<file path="src/rtl/text_write_ctrl_pkg.sv">
// +----------------------------------------------------------------------------+
// | Module      : text_write_ctrl_pkg                                          |
// | Description : Shared geometry, character codes and encodings for the text  |
// |               write sequencer.                                             |
// | Revision    : 1.0 - initial release                                        |
// +----------------------------------------------------------------------------+
`default_nettype none

package text_write_ctrl_pkg;

  localparam int DEF_COLS  = 80;
  localparam int DEF_ROWS  = 60;
  localparam int DEF_COL_W = 7;
  localparam int DEF_ROW_W = 6;

  localparam logic [7:0] CH_BS    = 8'h08;
  localparam logic [7:0] CH_LF    = 8'h0A;
  localparam logic [7:0] CH_FF    = 8'h0C;
  localparam logic [7:0] CH_CR    = 8'h0D;
  localparam logic [7:0] CH_SPACE = 8'h20;

  localparam logic [1:0] ST_IDLE     = 2'd0;
  localparam logic [1:0] ST_CLR_LINE = 2'd1;
  localparam logic [1:0] ST_CLR_ALL  = 2'd2;

  typedef enum logic [2:0] {
    OP_PRINT = 3'd0,
    OP_CR    = 3'd1,
    OP_LF    = 3'd2,
    OP_BS    = 3'd3,
    OP_FF    = 3'd4,
    OP_NOP   = 3'd5
  } byte_op_e;

  function automatic byte_op_e decode_byte(input logic [7:0] b);
    byte_op_e op;
    if (b >= CH_SPACE) begin
      op = OP_PRINT;
    end else begin
      case (b)
        CH_CR:   op = OP_CR;
        CH_LF:   op = OP_LF;
        CH_BS:   op = OP_BS;
        CH_FF:   op = OP_FF;
        default: op = OP_NOP;
      endcase
    end
    return op;
  endfunction

endpackage

`default_nettype wire

</file>
<file path="src/rtl/rr_arbiter2.sv">
// +----------------------------------------------------------------------------+
// | Module      : rr_arbiter2                                                  |
// | Description : Two-way round-robin arbiter; history moves only on accept.   |
// | Revision    : 1.0 - initial release                                        |
// +----------------------------------------------------------------------------+
`default_nettype none

module rr_arbiter2 (
  input  logic       clk,
  input  logic       reset_n,
  input  logic [1:0] req,
  input  logic       accept,
  output logic [1:0] grant
);

  logic r_last_b;
  logic w_grant_b;

  // With no request pending the grant parks on the requester served least recently.
  always_comb begin
    if (req[0] ^ req[1]) w_grant_b = req[1];
    else                 w_grant_b = ~r_last_b;
  end

  assign grant = {w_grant_b, ~w_grant_b};

  always_ff @(posedge clk or negedge reset_n) begin
    if (!reset_n)    r_last_b <= 1'b1;
    else if (accept) r_last_b <= w_grant_b;
  end

endmodule

`default_nettype wire

</file>
<file path="src/rtl/text_write_ctrl.sv">
// +----------------------------------------------------------------------------+
// | Module      : text_write_ctrl                                              |
// | Description : Arbitrates two byte streams, owns the cursor and issues      |
// |               single-cell writes plus line / screen clear sweeps.          |
// | Revision    : 1.0 - initial release                                        |
// +----------------------------------------------------------------------------+
`default_nettype none

module text_write_ctrl
  import text_write_ctrl_pkg::*;
#(
  parameter int COLS  = DEF_COLS,
  parameter int ROWS  = DEF_ROWS,
  parameter int COL_W = DEF_COL_W,
  parameter int ROW_W = DEF_ROW_W
) (
  input  logic             clk,
  input  logic             reset_n,
  input  logic             a_valid,
  input  logic [7:0]       a_data,
  output logic             a_ready,
  input  logic             b_valid,
  input  logic [7:0]       b_data,
  output logic             b_ready,
  input  logic             clear_req,
  output logic             busy,
  output logic             wr_en,
  output logic [COL_W-1:0] wr_col,
  output logic [ROW_W-1:0] wr_row,
  output logic [7:0]       wr_data,
  output logic [COL_W-1:0] cur_col,
  output logic [ROW_W-1:0] cur_row
);

  localparam logic [COL_W-1:0] LAST_COL = COL_W'(COLS - 1);
  localparam logic [ROW_W-1:0] LAST_ROW = ROW_W'(ROWS - 1);

  logic [1:0]       r_state, w_state_nxt;
  logic [COL_W-1:0] r_sw_col, w_sw_col_nxt;
  logic [ROW_W-1:0] r_sw_row, w_sw_row_nxt;
  logic [COL_W-1:0] r_cur_col, w_cur_col_nxt;
  logic [ROW_W-1:0] r_cur_row, w_cur_row_nxt;
  logic             r_wr_en, w_wr_en_nxt;
  logic [COL_W-1:0] r_wr_col, w_wr_col_nxt;
  logic [ROW_W-1:0] r_wr_row, w_wr_row_nxt;
  logic [7:0]       r_wr_data, w_wr_data_nxt;

  logic [1:0] w_grant;
  logic       w_accept_ok;
  logic       w_xfer;
  logic [7:0] w_byte;
  byte_op_e   w_op;
  logic       w_newline;
  logic       w_start_all;

  rr_arbiter2 u_arb (
    .clk     (clk),
    .reset_n (reset_n),
    .req     ({b_valid, a_valid}),
    .accept  (w_xfer),
    .grant   (w_grant)
  );

  assign w_accept_ok = (r_state == ST_IDLE) & ~clear_req;
  assign a_ready     = w_accept_ok & w_grant[0];
  assign b_ready     = w_accept_ok & w_grant[1];
  assign w_xfer      = (a_valid & a_ready) | (b_valid & b_ready);
  assign w_byte      = w_grant[1] ? b_data : a_data;
  assign w_op        = decode_byte(w_byte);

  always_ff @(posedge clk or negedge reset_n) begin
    if (!reset_n) begin
      r_state   <= ST_CLR_ALL;
      r_sw_col  <= '0;
      r_sw_row  <= '0;
      r_cur_col <= '0;
      r_cur_row <= '0;
      r_wr_en   <= 1'b0;
      r_wr_col  <= '0;
      r_wr_row  <= '0;
      r_wr_data <= '0;
    end else begin
      r_state   <= w_state_nxt;
      r_sw_col  <= w_sw_col_nxt;
      r_sw_row  <= w_sw_row_nxt;
      r_cur_col <= w_cur_col_nxt;
      r_cur_row <= w_cur_row_nxt;
      r_wr_en   <= w_wr_en_nxt;
      r_wr_col  <= w_wr_col_nxt;
      r_wr_row  <= w_wr_row_nxt;
      r_wr_data <= w_wr_data_nxt;
    end
  end

  always_comb begin
    w_state_nxt   = r_state;
    w_sw_col_nxt  = r_sw_col;
    w_sw_row_nxt  = r_sw_row;
    w_cur_col_nxt = r_cur_col;
    w_cur_row_nxt = r_cur_row;
    w_newline     = 1'b0;
    w_start_all   = 1'b0;
    case (r_state)
      ST_IDLE: begin
        if (clear_req) begin
          w_start_all = 1'b1;
        end else if (w_xfer) begin
          case (w_op)
            OP_PRINT: begin
              if (r_cur_col == LAST_COL) w_newline = 1'b1;
              else                       w_cur_col_nxt = r_cur_col + 1'b1;
            end
            OP_CR:   w_cur_col_nxt = '0;
            OP_LF:   w_newline = 1'b1;
            OP_BS:   if (r_cur_col != '0) w_cur_col_nxt = r_cur_col - 1'b1;
            OP_FF:   w_start_all = 1'b1;
            default: ;
          endcase
        end
      end
      ST_CLR_LINE: begin
        if (clear_req)                  w_start_all = 1'b1;
        else if (r_sw_col == LAST_COL)  w_state_nxt = ST_IDLE;
        else                            w_sw_col_nxt = r_sw_col + 1'b1;
      end
      ST_CLR_ALL: begin
        if (clear_req) begin
          w_start_all = 1'b1;
        end else if (r_sw_col == LAST_COL) begin
          w_sw_col_nxt = '0;
          if (r_sw_row == LAST_ROW) w_state_nxt  = ST_IDLE;
          else                      w_sw_row_nxt = r_sw_row + 1'b1;
        end else begin
          w_sw_col_nxt = r_sw_col + 1'b1;
        end
      end
      default: w_state_nxt = ST_IDLE;
    endcase

    // The line sweep reuses the cursor row, which is already the freshly entered row.
    if (w_newline) begin
      w_cur_col_nxt = '0;
      w_cur_row_nxt = (r_cur_row == LAST_ROW) ? '0 : r_cur_row + 1'b1;
      w_sw_col_nxt  = '0;
      w_state_nxt   = ST_CLR_LINE;
    end
    if (w_start_all) begin
      w_cur_col_nxt = '0;
      w_cur_row_nxt = '0;
      w_sw_col_nxt  = '0;
      w_sw_row_nxt  = '0;
      w_state_nxt   = ST_CLR_ALL;
    end
  end

  // A clear request during a sweep suppresses that cycle's write; the sweep restarts anyway.
  always_comb begin
    w_wr_en_nxt   = 1'b0;
    w_wr_col_nxt  = '0;
    w_wr_row_nxt  = '0;
    w_wr_data_nxt = '0;
    case (r_state)
      ST_IDLE: begin
        if (w_xfer && w_op == OP_PRINT) begin
          w_wr_en_nxt   = 1'b1;
          w_wr_col_nxt  = r_cur_col;
          w_wr_row_nxt  = r_cur_row;
          w_wr_data_nxt = w_byte;
        end else if (w_xfer && w_op == OP_BS && r_cur_col != '0) begin
          w_wr_en_nxt  = 1'b1;
          w_wr_col_nxt = r_cur_col - 1'b1;
          w_wr_row_nxt = r_cur_row;
        end
      end
      ST_CLR_LINE: begin
        if (!clear_req) begin
          w_wr_en_nxt  = 1'b1;
          w_wr_col_nxt = r_sw_col;
          w_wr_row_nxt = r_cur_row;
        end
      end
      ST_CLR_ALL: begin
        if (!clear_req) begin
          w_wr_en_nxt  = 1'b1;
          w_wr_col_nxt = r_sw_col;
          w_wr_row_nxt = r_sw_row;
        end
      end
      default: ;
    endcase
  end

  assign busy    = (r_state != ST_IDLE);
  assign wr_en   = r_wr_en;
  assign wr_col  = r_wr_col;
  assign wr_row  = r_wr_row;
  assign wr_data = r_wr_data;
  assign cur_col = r_cur_col;
  assign cur_row = r_cur_row;

endmodule

`default_nettype wire

</file>
<file path="config.mk">
export PLATFORM = sky130hd
export DESIGN_NAME = text_write_ctrl
export DESIGN_NICKNAME = d
export VERILOG_FILES = /design/src/rtl/text_write_ctrl_pkg.sv /design/src/rtl/rr_arbiter2.sv /design/src/rtl/text_write_ctrl.sv
export SDC_FILE = /design/constraint.sdc
export NUM_CORES = 1
export LEC_CHECK = 0
export BUFFER_PORTS_ARGS = -buffer_cell sky130_fd_sc_hd__buf_2
export CORE_UTILIZATION = 45
export DETAILED_ROUTE_END_ITERATION = 8
export GPL_TIMING_DRIVEN = 0
export PLACE_DENSITY = 0.65
export SYNTH_ARGS = -nofsm -noshare
export SYNTH_HDL_FRONTEND = slang
export SYNTH_SLANG_ARGS = --single-unit
export TNS_END_PERCENT = 20
</file>
<file path="constraint.sdc">
create_clock -name clk -period 3.92 [get_ports clk]
set_input_delay 0.784 -clock clk [delete_from_list [all_inputs] [get_ports clk]]
set_output_delay 0.784 -clock clk [all_outputs]
set_load 0.03 [all_outputs]
</file>
# Yosys cells after proc, flatten, opt, wreduce, memory -nomap -nowiden
# Cells that the tools add are included.
totals:
  word_cells: 131
  rom_bits: 0
  input_bits: 21
  output_inout_bits: 38
  register_bits: 51
  latchBits: 0
  mem_bits_rw: 0
  mem_count: 0
classes:
  n_div: 0
  bitwise: 10
  reduce_logical: 19
  eq_ne: 26
  multipliers: 0
  magnitude_cmp: 1
  n_mux: 60
  n_shift: 0
  add_sub_neg: 5
op_table:
  columns: ["operator", "n"]
  rows:
  - ["two-way mux 7 bit", 16]
  - ["two-way mux 6 bit", 12]
  - ["equality test 8 x 4 -> 1 bit (second input constant)", 4]
  - ["inequality test 4 bit (second input constant)", 8]
  - ["case mux 7 bit (2 select lines)", 2]
  - ["two-way mux 8 bit", 3]
  - ["case mux 7 bit (3 select lines)", 1]
  - ["case mux 6 bit (3 select lines)", 1]
  - ["adder 7 x 1 -> 7 bit (second input constant)", 2]
  - ["equality test 7 bit (second input constant)", 2]
  - ["two-way mux 2 bit", 7]
  - ["adder 6 x 1 -> 6 bit (second input constant)", 2]
  - ["equality test 6 bit (second input constant)", 2]
  - ["two-way mux 1 bit", 12]
  - ["case mux 3 bit (4 select lines)", 1]
  - ["AND reduction 6 bit", 2]
  - [">= comparator 8 x 6 -> 1 bit (second input constant)", 1]
  - ["AND reduction 4 bit", 2]
  - ["nonzero test 2 bit", 4]
  - ["nonzero test 7 bit", 1]
  - ["subtractor 7 x 1 -> 7 bit (second input constant)", 1]
  - ["equality test 3 x 2 -> 1 bit (second input constant)", 2]
  - ["case mux 1 bit (2 select lines)", 3]
  - ["case mux 2 bit (3 select lines)", 1]
  - ["20 further kinds", 29]

# Longest topological paths before layout
# Gate-level depths: netlist of the first run.
depth:
  word_depth: 13
  ltp_mapped: 10
  depth_no_buf: 9

# Cells and area by module
# A second synthesis of the first run with hierarchy kept.
hier_totals:
  hier_cells: 338
  hier_area_um2: 3170.5
modules_own_cells:
  columns: ["mod", "seq_area_each_um2", "cells_per_inst", "area_per_inst_um2", "n_inst"]
  rows:
  - ["text_write_ctrl", 1252.5, 329, 3099.2, 1]
  - ["rr_arbiter2", 26.3, 9, 71.3, 1]

# Worst setup path before layout of the first run
# OpenSTA, ideal clock, no wires.
synth_timing:
  path_kind: "input -> register"
  from: "in a_valid"
  to: "reg r_cur_col[4] (netlist: cur_col[4])"
  slack_ns: 0.938
  t_arrival_ns: 2.856
  path_stages: 9
  n_path_buf: 1
  path_cell_list: "and2_1 o21bai_4 buf_6 mux2i_2 nand3_1 or3_4 a221oi_4 nor2_2 a311o_1"
synth_via:
  elab_chain_len: 13
  word_cells_on_any_way: 42
  cone_classes: "order compare (1); eq/ne (11); mux (18); bitwise (7); reduce/logical (5)"
synth_rtl:
  columns: ["item", "line", "rtl"]
  rows:
  - ["start: declaration", "text_write_ctrl.sv:19", "input logic a_valid,"]
  - ["branches (longest 13 deep; another with >= comparator 8 x 6 -> 1 bit)", null, null]
  - ["end signal: assignment", "text_write_ctrl.sv:86", "r_cur_col <= w_cur_col_nxt;"]
  - ["end: declaration", "text_write_ctrl.sv:41", "logic [COL_W-1:0] r_cur_col, w_cur_col_nxt;"]
# Several ways; the timed one is not identified. The select of a mux whose other input is x is not followed.
# A chain may end at the register's enable or synchronous reset.

# Worst setup path after layout of the first run
layout_timing:
  from: "in a_valid"
  to: "reg r_cur_col[3] (netlist: cur_col[3])"
# Same word-level chain as after synthesis.

==> results of run 1 <==
==> stage by stage <==
stage	worst slack [ns]	hold WS, ns
3_3_place_gp	0.419	0.515
2_1_floorplan	0.938	0.488
4_1_cts	0.733	0.537
3_5_place_dp	0.409	0.523
6_report	0.624	0.534
5_1_grt	0.395	0.593
==> cell families after synthesis <==
family	Yosys count	share of synthesized area (%)
AND/OR/NAND/NOR	137	21.9
multiplexers	15	5.62
adder cells (fa/ha/maj)	9	3.64
AO/OA/AOI/OAI	94	21.2
flip-flops	51	41.3
XOR/XNOR	9	2.55
buffers and inverters	29	3.88
==> registers in the layout (all words and copies together), names as in the netlist <==
name and flops:
cur_col 7, cur_row 6, r_state 2, r_sw_col 7, r_sw_row 6, u_arb.r_last_b 1
wr_col 7, wr_data 8, wr_en 1, wr_row 6
==> final cells by class <==
type	instances	share of cell area, %
tap	77	2.70
clock inverter	3	0.421
buffer	22	2.63
sequential	51	35.8
timing repair buffer	58	8.14
multi-input combinational	264	47.6
inverter	7	0.737
clock buffer	5	1.93
==> critical path: cells and delay by family <==
kind                   cells  cell delay [ns]
AO/OA/AOI/OAI              3             0.52
buffers and inverters      3             0.59
AND/OR/NAND/NOR            4             1.23
multiplexers               1             0.34
==> power by group through the flow <==
stage | logic (uW) | registers (uW) | clock network (uW)
after CTS | 181 | 547 | 313
after detailed placement | 181 | 557 | 0
after floorplan | 129 | 560 | 0
after global routing | 198 | 549 | 330
after global placement | 178 | 557 | 0
final | 179 | 547 | 307
==> worst max path at each step <==
stage / startpoint / end / slack (ns)
after detailed placement: a_valid / cur_col[3] / 0.41
final: a_valid / cur_col[3] / 0.62
after global placement: a_valid / cur_col[3] / 0.42
after global routing: a_valid / cur_col[3] / 0.40
after floorplan: a_valid / cur_col[4] / 0.94
after CTS: a_valid / cur_col[3] / 0.73
==> placed cells by master, fill, tap and decap left out, types with 9 or more instances in the layout <==
master	n
nand4_1	11
ha_1	9
a21oi_1	20
buf_2	61
dfrtp_1	49
nand3_1	9
nand2_1	32
o21ai_0	19
clkbuf_1	18
a22oi_1	9
nor2_1	46
==> layer usage <==
layer  GRT usage (%)  vias to the layer above  wire [um]
li1                -                     1374          -
met1            31.3                     1345       3540
met2            32.0                      117       3230
met3            4.09                        7        496
met4            7.40                        0         94
met5               0                        -          0
==> run_results.csv, run 1 <==
group,metric,value,unit
status,outcome,"finished with violations",
status,violations,"design-rule violations",
timing,setup_violations,0,
pwr,powerDensity,289,nW/um2
routing,wl,7360,um
timing,slew_viol_final,0,
floorplan,die_y,85.0,um
floorplan,row_count,29,
critical_path,rrSetupSlack,0.66,ns
critical_path,r2r-start,"u_arb.r_last_b",
critical_path,cp-end-kind,"flip-flop",
cts,htreeDepth,2,
cts,clock_latency,0.31,ns
pwr,intPower,738,uW
cts,clock_sinks,51,
synth,synth_top_area_cell,"dfrtp_1",
critical_path,worstSetupPathType,"in2reg",
timing,fin_crit_sh,84.1,%
flow_run,max-cap-violations,0,
critical_path,critPathArrivalTime,3.47,ns
global_routing,grt_overflow,0,
synth,ys_seq_area_share,41.3,%
placed_design,post_dp_cell_area,3480,um2
global_routing,grt_pass1_wl,12400,um
finish,fin_util,54.9,%
floorplan,floorplan.io_pins,59,
synth,synth_top_area_share,39.6,%
synth,yosys.cell_types.count,57,
routing,drtAntennaViolNets,0,
timing,layout_min_cycle_time,3.30,ns
cts,path_clk_slew,0.10,ns
placed_design,hpwl,5290,um
timing,finalSetupTns,0,ns
global_routing,grt_pass1_vias,2534,
finish,fin_cells,487,
synth,synth_area_per_cell,9.00,um2
timing,skew,0.00988,ns
synth,synth-edff-count,0,
pwr,power_switching,294,uW
placed_design,port_buffers,58,
global_routing,grt_start_max_net_pins,52,
synth,async_flop_share,100,%
cts,cts_tree,"yes",
critical_path,max_stage_delay,0.68,ns
finish,num_antenna_cells,0,
floorplan,dieArea,7220,um2
critical_path,critPathMaxFanout,10,
synth,synthFlopType,"dfrtp_1",
finish,seqCellArea,1280,um2
finish,multiInputGateArea,1700,um2
global_routing,track_usage,21.5,%
critical_path,critPathSlowestCell,"nor4_2",
timing,relSlewSlack,23.6,%
critical_path,timing.rr.end,"cur_col[3]",
finish,area_growth_syn_to_layout,15.2,%
pwr,power_frac_clock,29.7,%
synth,netlist_top_cells_count,"49 x dfrtp_1, 46 x nor2_1, 32 x nand2_1, 20 x a21oi_1, 19 x o21ai_0",
global_routing,antenna_found_initial,0,
pwr,total_power,1030,uW
timing,tightest_slew,1.15,ns
placed_design,numPlacedInstances,479,
worst_hold_path,hold_start,"u_arb.r_last_b",
routing,drcViolationCount,4,
routing,first_pass_iters,7,
critical_path,startpoint_type,"input pin",
cts,cts_root_buf,"clkbuf_8",
routing,drtIter0Drc,212,
synth,synth_cells,344,
synth,synth_nets,374,
timing,hold_violations,0,
pwr,netSwitchingFraction,28.5,%
worst_hold_path,hp-class,"reg2reg",
synth,ys_warn_count,0,
finish,fillCellCount,612,
timing,fmax,0.303,GHz
critical_path,cp_data_required_time,4.09,ns
pwr,ir_drop,0.000198,V
cts,numCtsBuffers,5,
routing,via_per_inst,5.84,
floorplan,initial_core_util,47.7,%
synth,synthTopCellsByArea,"dfrtp_1 40%, nor2_1 5.6%, nand2_1 3.9%, ha_1 3.6%, a21oi_1 3.2%",
cts,clock_path_buffers,2,
pwr,p_leak,0.00170,uW
finish,num-nets-final,439,
pwr,power_frac_comb,17.3,%
floorplan,die-width,85.0,um
cts,postCtsSetupBuffers,0,
timing,rsz0062_at_grt,"no",
worst_hold_path,min_to,"u_arb.r_last_b",
placed_design,place.gp.congestion,0.875,
routing,routedWlPerCell,15.1,um
cts,cts-hold-fix-buffers,0,
synth,synth_area,3100,um2
synth,synth.most_common_cell,"dfrtp_1",
critical_path,path_cells,"buf_2 -> and2_1 -> o21bai_4 -> buf_6 -> mux2i_1 -> nand4_2 -> nor4_2 -> a21oi_1 -> clkbuf_1 -> nand4b_1 -> o211ai_1",
routing,vias,2843,
cts,cts_resized,0,
synth,ys_seq_elements,51,
pwr,pwr-share-seq,53.0,%
floorplan,core-area,6490,um2
critical_path,ff2ff_path_depth,10,
worst_hold_path,min_path_cells,2,
finish,design_area,3570,um2
finish,layout-drive-gt1-share,22.2,%
No activity file was read; power rests on OpenSTA's default activity.
==> run 2, diff against run 1 <==
clock period = 3.31 ns   (was 3.92 ns; I/O delays follow)
==> run 2 against run 1 <==
The flow still finishes with violations (design-rule violations). Clock-buffer cell count is the same. Global-route usage is the same. Final cell count is the same. Worst hold slack is essentially flat. Critical path depth shrank 1. Die area is the same. Register-to-register slack lost 0.38 ns. Final area grew 0.25%. Highest routed layer unchanged.
==> run_results.csv, run 2 (synthesis gave the netlist of run 1 again) <==
group,metric,value,unit
status,outcome,"finished with violations",
status,violations,"design-rule violations",
pwr,power_frac_clock,29.8,%
routing,drcViolationCount,4,
global_routing,grt_pass1_wl,12400,um
floorplan,initial_core_util,47.7,%
finish,final_common_cell,"buf_2",
critical_path,cp_data_required_time,3.48,ns
floorplan,dieArea,7220,um2
cts,path_clk_slew,0.10,ns
critical_path,max_stage_delay,0.55,ns
finish,fillCellCount,614,
finish,multiInputGateArea,1710,um2
finish,area_growth_syn_to_layout,15.5,%
floorplan,die-width,85.0,um
critical_path,cp_top_family,"simple AND/OR/NAND/NOR gates",
finish,num_antenna_cells,0,
timing,skew,0.00913,ns
worst_hold_path,hp-class,"reg2reg",
cts,htreeDepth,2,
timing,hold_violations,0,
timing,relSlewSlack,23.4,%
cts,cts_tree,"yes",
cts,numCtsBuffers,5,
pwr,power_frac_comb,17.3,%
cts,cts-hold-fix-buffers,0,
placed_design,place.gp.congestion,0.875,
placed_design,port_buffers,58,
critical_path,worst-path-buf-inv,2,
global_routing,antenna_found_initial,0,
finish,layout-drive-gt1-share,22.2,%
pwr,pwr-share-seq,52.9,%
critical_path,critPathSlowestCell,"dfstp_2",
pwr,intPower,874,uW
critical_path,worstSetupPathType,"reg2reg",
floorplan,row_count,29,
routing,vias,2840,
floorplan,floorplan.io_pins,59,
timing,layout_min_cycle_time,3.03,ns
critical_path,critPathArrivalTime,3.20,ns
timing,fin_crit_sh,91.5,%
routing,first_pass_iters,7,
cts,clock_latency,0.31,ns
routing,drtAntennaViolNets,0,
pwr,power_switching,349,uW
routing,drtIter0Drc,187,
timing,rsz0062_at_grt,"no",
timing,finalSetupTns,0,ns
finish,seqCellArea,1280,um2
finish,largest_reg_flops,8,
routing,routedWlPerCell,15.0,um
pwr,total_power,1220,uW
routing,wl,7330,um
cts,clock_sinks,51,
critical_path,cp-end-kind,"flip-flop",
timing,setup_violations,0,
placed_design,hpwl,5290,um
cts,postCtsSetupBuffers,0,
cts,cts_root_buf,"clkbuf_8",
cts,clock_path_buffers,2,
timing,tightest_slew,1.15,ns
timing,fmax,0.330,GHz
flow_run,max-cap-violations,0,
critical_path,critPathMaxFanout,10,
cts,cts_resized,0,
global_routing,grt_overflow,0,
timing,slew_viol_final,0,
floorplan,core-area,6490,um2
critical_path,startpoint_type,"flip-flop",
routing,via_per_inst,5.83,
critical_path,path_cells,"and2_1 -> o21bai_4 -> buf_6 -> mux2i_1 -> nand4_2 -> nor4_4 -> a21oi_1 -> clkbuf_1 -> nand4b_1 -> o211ai_1",
pwr,ir_drop,0.000234,V
floorplan,die_y,85.0,um
global_routing,grt_start_max_net_pins,52,
pwr,netSwitchingFraction,28.6,%
global_routing,grt_pass1_vias,2534,
pwr,powerDensity,342,nW/um2
global_routing,track_usage,21.5,%
finish,num-nets-final,439,
finish,final_cell_mix,"61 x buf_2, 49 x dfrtp_1, 46 x nor2_1",
pwr,p_leak,0.00171,uW
[run 2: changes by cell type in the layout (fill, tap and decap cells not counted)]
cell and delta:
nor4_4 +1, nor4_2 -1
[run 2: layer usage]
layer	track usage [%]	part of all wire (%)
met5	0	0
met4	7.40	1.4
met3	4.09	6.3
met2	32.0	44
met1	31.3	49
[run 2: layout make-up]
type	instances	area share [%]
plain buffers	22	2.62
flip-flops and latches	51	35.8
multi-input cells	264	47.7
well taps	77	2.69
clock inverters	3	0.420
inverters	7	0.735
repair buffers	58	8.12
clock buffers	5	1.92
[run 2: power by group through the flow]
| stage | Combinational (uW) | Clock, uW | Sequential [uW] |
|---|---|---|---|
| detailed placement | 215 | 0 | 660 |
| floorplan | 152 | 0 | 664 |
| CTS | 215 | 371 | 648 |
| global placement | 211 | 0 | 659 |
| global route | 235 | 390 | 650 |
| finish | 212 | 364 | 647 |
[run 2: worst reg2reg max path: stages, from the launching register on]
cell and delay [ns]:
dfstp_2 0.55, and2_1 0.14, o21bai_4 0.14, buf_6 0.19, mux2i_1 0.33, nand4_2 0.27
nor4_4 0.51, a21oi_1 0.23, clkbuf_1 0.28, nand4b_1 0.15, o211ai_1 0.09
[run 2: final timing paths]
path	start	end	slack, ns	cells after the start
worst min register to register	u_arb.r_last_b	u_arb.r_last_b	0.53	2
min in group asynchronous	reset_n	cur_col[5]	0.57	1
worst max register to register	u_arb.r_last_b	cur_col[3]	0.28	10
worst max-delay path	u_arb.r_last_b	cur_col[3]	0.28	10
max in group asynchronous	reset_n	r_sw_col[1]	2.03	1
worst min-delay path	u_arb.r_last_b	u_arb.r_last_b	0.53	2
[run 2: through the flow]
step	instance area, um2	worst slack (ns)	hold WS, ns	instances	util [%]
2_1_floorplan	3100	0.450	0.366	344	-
3_3_place_gp	3480	-0.0685	0.515	479	53.6
3_5_place_dp	3480	-0.0794	0.523	479	53.6
4_1_cts	3570	0.154	0.537	487	54.9
5_1_grt	3580	0.00806	0.593	487	55.1
6_report	3580	0.283	0.534	487	55.1
